[config.mk]
export PLATFORM = sky130hd
export DESIGN_NAME = alu_host_ctrl
export DESIGN_NICKNAME = d
export VERILOG_FILES = /design/src/rtl/alu_host_pkg.sv /design/src/rtl/alu_cmd_fifo.sv /design/src/rtl/alu_host_ctrl.sv
export SDC_FILE = /design/constraint.sdc
export NUM_CORES = 1
export LEC_CHECK = 0
export CAP_MARGIN = 25
export CORE_MARGIN = 2
export CORE_UTILIZATION = 40
export CTS_CLUSTER_DIAMETER = 120
export DETAILED_ROUTE_END_ITERATION = 8
export PLACE_DENSITY_LB_ADDON = 0.3
export SLEW_MARGIN = 25
export SYNTH_ARGS = -nofsm -noshare
export SYNTH_HDL_FRONTEND = slang
export SYNTH_SLANG_ARGS = --single-unit
[constraint.sdc]
create_clock -name alu_clk -period 2.7 [get_ports alu_clk]
set_clock_uncertainty 0.1 [all_clocks]
set_input_delay 0.675 -clock alu_clk [delete_from_list [all_inputs] [get_ports alu_clk]]
set_output_delay 0.675 -clock alu_clk [all_outputs]
set_load 0.1 [all_outputs]
[src/rtl/alu_host_pkg.sv]
// Shared types and constants for the host-side ALU command initiator.
// The issue_pins helper maps one queued command onto the ALU control pins.
package alu_host_pkg;

  typedef enum logic [1:0] {
    ST_IDLE    = 2'd0,
    ST_ISSUE   = 2'd1,
    ST_CAPTURE = 2'd2,
    ST_RESP    = 2'd3
  } state_e;

  typedef struct packed {
    logic       unit;
    logic [1:0] op;
    logic [7:0] a;
    logic [7:0] b;
    logic       irq_clr;
  } cmd_t;

  typedef struct packed {
    logic       en;
    logic       en_a;
    logic       en_b;
    logic [1:0] op_a;
    logic [1:0] op_b;
    logic [7:0] in_a;
    logic [7:0] in_b;
    logic       irq_clr;
  } alu_pins_t;

  localparam logic       UNIT_A      = 1'b0;
  localparam logic       UNIT_B      = 1'b1;
  localparam logic [7:0] IRQ_CNT_MAX = 8'd255;

  // The unselected unit keeps enable and op at 0 so it never sees a stray op.
  function automatic alu_pins_t issue_pins(input cmd_t c);
    alu_pins_t p;
    p         = '0;
    p.en      = 1'b1;
    p.en_a    = (c.unit == UNIT_A);
    p.en_b    = (c.unit == UNIT_B);
    p.op_a    = (c.unit == UNIT_A) ? c.op : 2'b00;
    p.op_b    = (c.unit == UNIT_B) ? c.op : 2'b00;
    p.in_a    = c.a;
    p.in_b    = c.b;
    p.irq_clr = c.irq_clr;
    return p;
  endfunction

endpackage

[src/rtl/alu_cmd_fifo.sv]
// Synchronous command FIFO; push is ignored when full and pop when empty,
// so a full FIFO never accepts a push even if it pops in the same cycle.
module alu_cmd_fifo
  import alu_host_pkg::*;
#(
  parameter int DEPTH = 4
) (
  input  logic                   clk_i,
  input  logic                   rst_i,
  input  logic                   push_i,
  input  logic                   pop_i,
  input  cmd_t                   data_i,
  output cmd_t                   data_o,
  output logic                   full_o,
  output logic                   empty_o,
  output logic [$clog2(DEPTH):0] count_o
);

  localparam int AW = $clog2(DEPTH);

  cmd_t              mem_q [DEPTH];
  logic [AW-1:0]     wr_ptr_q;
  logic [AW-1:0]     rd_ptr_q;
  logic [AW:0]       count_q;
  logic              do_push;
  logic              do_pop;

  assign full_o  = (count_q == (AW+1)'(DEPTH));
  assign empty_o = (count_q == '0);
  assign count_o = count_q;
  assign data_o  = mem_q[rd_ptr_q];
  assign do_push = push_i && !full_o;
  assign do_pop  = pop_i && !empty_o;

  always_ff @(posedge clk_i or posedge rst_i) begin
    if (rst_i) begin
      wr_ptr_q <= '0;
      rd_ptr_q <= '0;
      count_q  <= '0;
    end else begin
      if (do_push) wr_ptr_q <= wr_ptr_q + 1'b1;
      if (do_pop)  rd_ptr_q <= rd_ptr_q + 1'b1;
      case ({do_push, do_pop})
        2'b10:   count_q <= count_q + 1'b1;
        2'b01:   count_q <= count_q - 1'b1;
        default: count_q <= count_q;
      endcase
    end
  end

  always_ff @(posedge clk_i) begin
    if (do_push) mem_q[wr_ptr_q] <= data_i;
  end

endmodule

[src/rtl/alu_host_ctrl.sv]
// Host-side ALU command initiator: FIFO-buffered commands, one-cycle ALU pin
// pulse per command, captured result returned over a response handshake.
module alu_host_ctrl
  import alu_host_pkg::*;
#(
  parameter int DEPTH = 4
) (
  input  logic                   alu_clk,
  input  logic                   rst,
  input  logic                   cmd_valid,
  output logic                   cmd_ready,
  input  logic                   cmd_unit,
  input  logic [1:0]             cmd_op,
  input  logic [7:0]             cmd_a,
  input  logic [7:0]             cmd_b,
  input  logic                   cmd_irq_clr,
  output logic                   rsp_valid,
  input  logic                   rsp_ready,
  output logic [7:0]             rsp_data,
  output logic                   rsp_irq,
  output logic [7:0]             irq_cnt,
  output logic                   alu_enable,
  output logic                   alu_enable_a,
  output logic                   alu_enable_b,
  output logic                   alu_irq_clr,
  output logic [1:0]             alu_op_a,
  output logic [1:0]             alu_op_b,
  output logic [7:0]             alu_in_a,
  output logic [7:0]             alu_in_b,
  input  logic [7:0]             alu_out,
  input  logic                   alu_irq,
  output state_e                 dbg_state,
  output logic [$clog2(DEPTH):0] dbg_count
);

  // Handshakes: a transfer happens on a rising edge where valid && ready;
  // a held rsp_valid keeps rsp_data/rsp_irq stable until rsp_ready is seen.

  state_e    state_q;
  alu_pins_t pins_q;
  alu_pins_t issue_pins_d;
  logic      rsp_valid_q;
  logic      rsp_irq_q;
  logic [7:0] rsp_data_q;
  logic [7:0] irq_cnt_q;

  cmd_t fifo_din;
  cmd_t fifo_dout;
  logic fifo_full;
  logic fifo_empty;
  logic fifo_push;
  logic fifo_pop;

  assign cmd_ready = !fifo_full && !rst;
  assign fifo_push = cmd_valid && cmd_ready;
  assign fifo_din  = '{unit: cmd_unit, op: cmd_op, a: cmd_a, b: cmd_b, irq_clr: cmd_irq_clr};
  assign issue_pins_d = issue_pins(fifo_dout);

  always_comb begin
    fifo_pop = 1'b0;
    case (state_q)
      ST_IDLE: fifo_pop = !fifo_empty;
      ST_RESP: fifo_pop = rsp_ready && !fifo_empty;
      default: fifo_pop = 1'b0;
    endcase
  end

  alu_cmd_fifo #(.DEPTH(DEPTH)) u_fifo (
    .clk_i   (alu_clk),
    .rst_i   (rst),
    .push_i  (fifo_push),
    .pop_i   (fifo_pop),
    .data_i  (fifo_din),
    .data_o  (fifo_dout),
    .full_o  (fifo_full),
    .empty_o (fifo_empty),
    .count_o (dbg_count)
  );

  // Pins default to 0 every cycle, so a load lasts exactly the ISSUE cycle.
  always_ff @(posedge alu_clk or posedge rst) begin
    if (rst) begin
      state_q     <= ST_IDLE;
      pins_q      <= '0;
      rsp_valid_q <= 1'b0;
      rsp_data_q  <= '0;
      rsp_irq_q   <= 1'b0;
      irq_cnt_q   <= '0;
    end else begin
      pins_q <= '0;
      case (state_q)
        ST_IDLE: begin
          if (!fifo_empty) begin
            pins_q  <= issue_pins_d;
            state_q <= ST_ISSUE;
          end
        end
        ST_ISSUE: state_q <= ST_CAPTURE;
        ST_CAPTURE: begin
          rsp_data_q  <= alu_out;
          rsp_irq_q   <= alu_irq;
          rsp_valid_q <= 1'b1;
          if (alu_irq && (irq_cnt_q != IRQ_CNT_MAX)) irq_cnt_q <= irq_cnt_q + 8'd1;
          state_q <= ST_RESP;
        end
        ST_RESP: begin
          if (rsp_ready) begin
            rsp_valid_q <= 1'b0;
            if (!fifo_empty) begin
              pins_q  <= issue_pins_d;
              state_q <= ST_ISSUE;
            end else begin
              state_q <= ST_IDLE;
            end
          end
        end
        default: state_q <= ST_IDLE;
      endcase
    end
  end

  assign rsp_valid    = rsp_valid_q;
  assign rsp_data     = rsp_data_q;
  assign rsp_irq      = rsp_irq_q;
  assign irq_cnt      = irq_cnt_q;
  assign alu_enable   = pins_q.en;
  assign alu_enable_a = pins_q.en_a;
  assign alu_enable_b = pins_q.en_b;
  assign alu_irq_clr  = pins_q.irq_clr;
  assign alu_op_a     = pins_q.op_a;
  assign alu_op_b     = pins_q.op_b;
  assign alu_in_a     = pins_q.in_a;
  assign alu_in_b     = pins_q.in_b;
  assign dbg_state    = state_q;

endmodule

# --- Word-level counts from Yosys, hierarchy flattened ---
# Memory sizes are Yosys's and may differ from the RTL's.
# Index checks and enable logic that the tools add are counted.
totals:
  in_bits: 33
  memories: 1
  wordCells: 63
  ramBits: 80
  reg_bits: 51
  output_inout_bits: 48
memory_table:
  columns: ["memory", "words", "width", "read_ports", "rd_ports_with_merged_regs", "wr", "line_no", "source"]
  rows:
  - ["u_fifo.mem_q", 4, 20, 1, 0, 1, "alu_cmd_fifo.sv:21", "cmd_t mem_q [DEPTH];"]
classes:
  add_sub_neg: 5
  n_eq_ne: 9
  n_reduce_logical: 16
  bitwise_logic: 1
  mux: 15
op_table:
  columns: ["op", "count"]
  rows:
  - ["24-bit two-way mux", 2]
  - ["24-bit one-hot mux with 2 select lines", 1]
  - ["8-bit by 1-bit adder with 8-bit output (second input constant)", 1]
  - ["2-bit two-way mux", 4]
  - ["8-bit inequality test (second input constant)", 1]
  - ["2-bit one-hot mux with 4 select lines", 1]
  - ["2-bit equality test (second input constant)", 3]
  - ["1-bit logical AND", 6]
  - ["3-bit one-hot mux with 2 select lines", 1]
  - ["2-bit AND reduction", 3]
  - ["2-bit by 1-bit adder with 2-bit output (second input constant)", 2]
  - ["2-bit by 1-bit equality test with 1-bit output (second input constant)", 2]
  - ["1-bit two-way mux", 4]
  - ["2-bit inequality test (second input constant)", 2]
  - ["1-bit one-hot mux with 2 select lines", 2]
  - ["2-bit nonzero test", 2]
  - ["3-bit by 1-bit adder with 3-bit output (second input constant)", 1]
  - ["3-bit equality test (second input constant)", 1]
  - ["1-bit logical NOT", 3]
  - ["3-bit logical NOT", 1]
  - ["3-bit by 1-bit subtractor with 3-bit output (second input constant)", 1]
  - ["2-bit logical NOT", 1]
  - ["1-bit inverter", 1]

# --- Longest topological paths before layout ---
logic_depth:
  word_depth: 7
  mapped_depth: 11
  mapped_depth_nobuf: 10

# --- By module ---
# Synthesis repeated with hierarchy kept, for this count alone.
unflattened:
  cells_unflattened: 268
  area_unflattened_um2: 5012.3
modules_own_cells:
  columns: ["mod", "n_inst", "area_each_um2", "seq_area_each_um2", "cells_each"]
  rows:
  - ["alu_cmd_fifo", 1, 3335.7, 2577.5, 142]
  - ["alu_host_ctrl", 1, 1676.6, 1101.1, 126]

# --- Worst setup path before layout ---
# OpenSTA, ideal clock, no wires.
synth_path:
  path_type: "flip-flop to output port"
  start: "reg u_fifo.count_q[0], in the netlist u_fifo.count_o[0]"
  end: "out cmd_ready"
  path_stages_with_launch: 3
  required_time_ns: 1.925
  arrival_time_ns: 2.753
  slack_ns: -0.828
  n_path_buf: 0
  cell_sequence: "dfrtp_1 > nor2_1 > a21oi_1"
synth_via:
  elab_chain_len: 3
synth_lines:
  columns: ["element", "line_no", "source"]
  rows:
  - ["start: declaration", "alu_cmd_fifo.sv:24", "logic [AW:0] count_q;"]
  - ["start signal: assignment", "alu_cmd_fifo.sv:44", "2'b10: count_q <= count_q + 1'b1;"]
  - ["start signal: assignment", "alu_cmd_fifo.sv:45", "2'b01: count_q <= count_q - 1'b1;"]
  - ["start signal: assignment", "alu_cmd_fifo.sv:46", "default: count_q <= count_q;"]
  - ["3-bit equality test", "alu_cmd_fifo.sv:28", "assign full_o = (count_q == (AW+1)'(DEPTH));"]
  - ["1-bit logical NOT", "alu_host_ctrl.sv:54", "assign cmd_ready = !fifo_full && !rst;"]
  - ["1-bit logical AND", "alu_host_ctrl.sv:54", null]
  - ["end: declaration", "alu_host_ctrl.sv:11", "output logic cmd_ready,"]
# No other way between the ends.

# --- Worst setup path after layout ---
layout_path:
  start: "in rst"
  end: "out cmd_ready"
layout_via:
  elab_chain_len: 2
layout_lines:
  columns: ["element", "line_no", "source"]
  rows:
  - ["start: declaration", "alu_host_ctrl.sv:9", "input logic rst,"]
  - ["1-bit logical NOT (no source line)", null, null]
  - ["1-bit logical AND", "alu_host_ctrl.sv:54", null]
# No other way between the ends.

==> results.json <==
{
  "status": "finished clean",
  "async_flop_share_pct": 38.9,
  "fin_ws_ns": 0.292,
  "grtUsageTotal_pct": 14.6,
  "syn-cell-area_mm2": 0.00501,
  "ant_nets": 0,
  "pre_cts_slack_ns": 0.0177,
  "ys_seq_area_share_pct": 73.4,
  "fin_tns_setup_ns": 0,
  "cp_max_fo": 2,
  "grt_first_pass_wirelength_um": 14300,
  "grt_max_degree": 42,
  "syn_nets": 310,
  "slowest_delay_ns": 0.46,
  "htree_levels": 4,
  "yosys-top-cells-area": "edfxtp_1 48%, dfrtp_1 25%, mux4_2 9.0%, mux2_2 3.4%, and2_1 3.0%",
  "clock-root-buffer": "clkbuf_16",
  "synth.avg_cell_area_um2": 18.8,
  "crit_buf_inv": 3,
  "post-cts-setup-buffers": 0,
  "path_depth": 4,
  "top_layer_used": "met4",
  "hold_buffers": 0,
  "cts.sinks": 131,
  "core_area_mm2": 0.0121,
  "numCtsBuffers": 17,
  "synth_top_area_cell": "edfxtp_1",
  "start_util_pct": 41.4,
  "crit_arrival_ns": 1.63,
  "max_slew_margin_pct": 64.7,
  "placedCellCount": 522,
  "dpl-instance-area_mm2": 0.00609,
  "rsz0062_at_grt": "false",
  "tightestPinTransition_ns": 0.530,
  "wl_met3_um": 509,
  "io_buffers": 80,
  "ios": 81,
  "rr_worst_depth": 9,
  "fin_nets": 416,
  "num-fill-cells": 962,
  "antenna_cells": 0,
  "clock_path_buffers": 2,
  "avgViaCountPerCell": 4.82,
  "crit_path_start_kind": "primary input",
  "drt_pass1_iterations": 4,
  "cp_slowest_cell": "clkdlybuf4s50_1",
  "drt_iter0_markers": 147,
  "routed_wl_um": 9070,
  "die_w_um": 116,
  "clock_latency_ns": 0.41,
  "synthToLayoutAreaGrowth_pct": 34.2,
  "ys_ff_latch": 131,
  "hold_viol_final": 0,
  "clk_pin_slew_worst_paths_ns": 0.06,
  "critPathRequiredTime_ns": 1.92,
  "period_needed_ns": 2.41,
  "setup_viol_count_final": 0,
  "dr_wl_met2_um": 4670,
  "drv_cap": 0,
  "num_vias": 2671,
  "wl_met1_um": 3760,
  "hpwl_um": 5780,
  "wl_per_cell_um": 16.4,
  "antenna_found_initial": 0,
  "fmax_mhz": 415,
  "synth_ff_type": "edfxtp_1",
  "final_max_slew_viol_count": 0,
  "grt_pass1_vias": 2746,
  "cp_top_family": "buffers and inverters",
  "timing.final.crit_share_pct": 89.2,
  "stdcell_count": 554,
  "synth_top_area_share_pct": 47.9,
  "endpoint_kind": "output port",
  "fp.dieH_um": 116,
  "cts_tree": "done",
  "synth-edff-count": 80,
  "final_cell_mix": "80 x edfxtp_1, 55 x buf_4, 46 x dfrtp_1, 32 x clkdlybuf4s50_1, 24 x and2_1",
  "hold_path_class": "reg -> reg",
  "place_congestion": 0.750,
  "drc": 0,
  "ys_warn_count": 0,
  "path_class": "in -> out",
  "hold_depth": 1,
  "rows": 40,
  "synth_cell_types": 36,
  "dieArea_mm2": 0.0134,
  "grt_overflow": 0,
  "drive_gt1_share_pct": 36.5,
  "fin_area_mm2": 0.00673,
  "path_cells": "clkdlybuf4s50_1, buf_4, a21oi_4, buf_12",
  "final_common_cell": "edfxtp_1",
  "synth_cells": 267,
  "cts_resized": 0
}
## cells by family after synthesis
kind of cell,after synthesis,share of synthesized area [%]
multiplexers,36,12.6
XOR/XNOR,9,1.57
AO/OA/AOI/OAI,11,1.67
buffers and inverters,20,1.72
AND/OR/NAND/NOR,50,6.42
flip-flops,131,73.4
adder cells (fa/ha/maj),10,2.65
## routing by layer
| metal | up-vias | GRT usage (%) |
|---|---|---|
| li1 | 1213 | - |
| met1 | 1372 | 17.1 |
| met2 | 73 | 24.6 |
| met3 | 13 | 5.54 |
| met4 | 0 | 5.79 |
| met5 | - | 0 |
## cells in the mapped netlist, types with 3 or more instances
cell type and n:
edfxtp_1 80, dfrtp_1 51, nand4_1 3, xnor2_1 3, mux4_2 20, inv_1 13
nor2_1 6, ha_1 9, xor2_1 6, a21oi_1 4, nand2_1 3, mux2_2 15
and3_1 3, and2_1 24
## area by class of cell
| class | instances | area, um^2 | share of cell area [%] |
|---|---|---|---|
| clock inverter | 10 | 103 | 1.53 |
| inverter | 13 | 48.8 | 0.726 |
| timing repair buffer | 94 | 873 | 13.0 |
| sequential | 131 | 3680 | 54.8 |
| tap | 168 | 210 | 3.13 |
| clock buffer | 22 | 529 | 7.87 |
| multi-input combinational | 116 | 1280 | 19.0 |
## state kept, by name (all words and copies together), names as in the netlist
signal,cells
alu_op_b,2
rsp_valid,1
rsp_data,8
alu_op_a,2
alu_enable_b,1
u_fifo.rd_ptr_q,2
u_fifo.wr_ptr_q,2
irq_cnt,8
rsp_irq,1
alu_in_a,8
alu_irq_clr,1
u_fifo.count_o,3
alu_enable,1
alu_in_b,8
dbg_state,2
u_fifo.mem_q,80
alu_enable_a,1
## metrics by stage
step	hold slack, ns	utilization, %
floorplan	0.434	-
global placement	0.390	50.3
detailed placement	0.397	50.3
CTS	0.410	55.5
global route	0.420	55.5
finish	0.406	55.5
## worst paths after layout
path,startpoint,end,slack [ns]
worst max-delay path,rst,cmd_ready,0.29
worst min-delay path,rsp_data[0],rsp_data[0],0.41
worst max register to register,dbg_state[1],u_fifo.count_o[2],0.48
worst min register to register,rsp_data[0],rsp_data[0],0.41
max in group asynchronous,rst,alu_in_b[0],1.35
min in group asynchronous,rst,u_fifo.wr_ptr_q[0],0.64
Power is left out: the tool's default activity adds up to more than one toggle a clock period on the data nets, which glitch-free logic cannot reach.
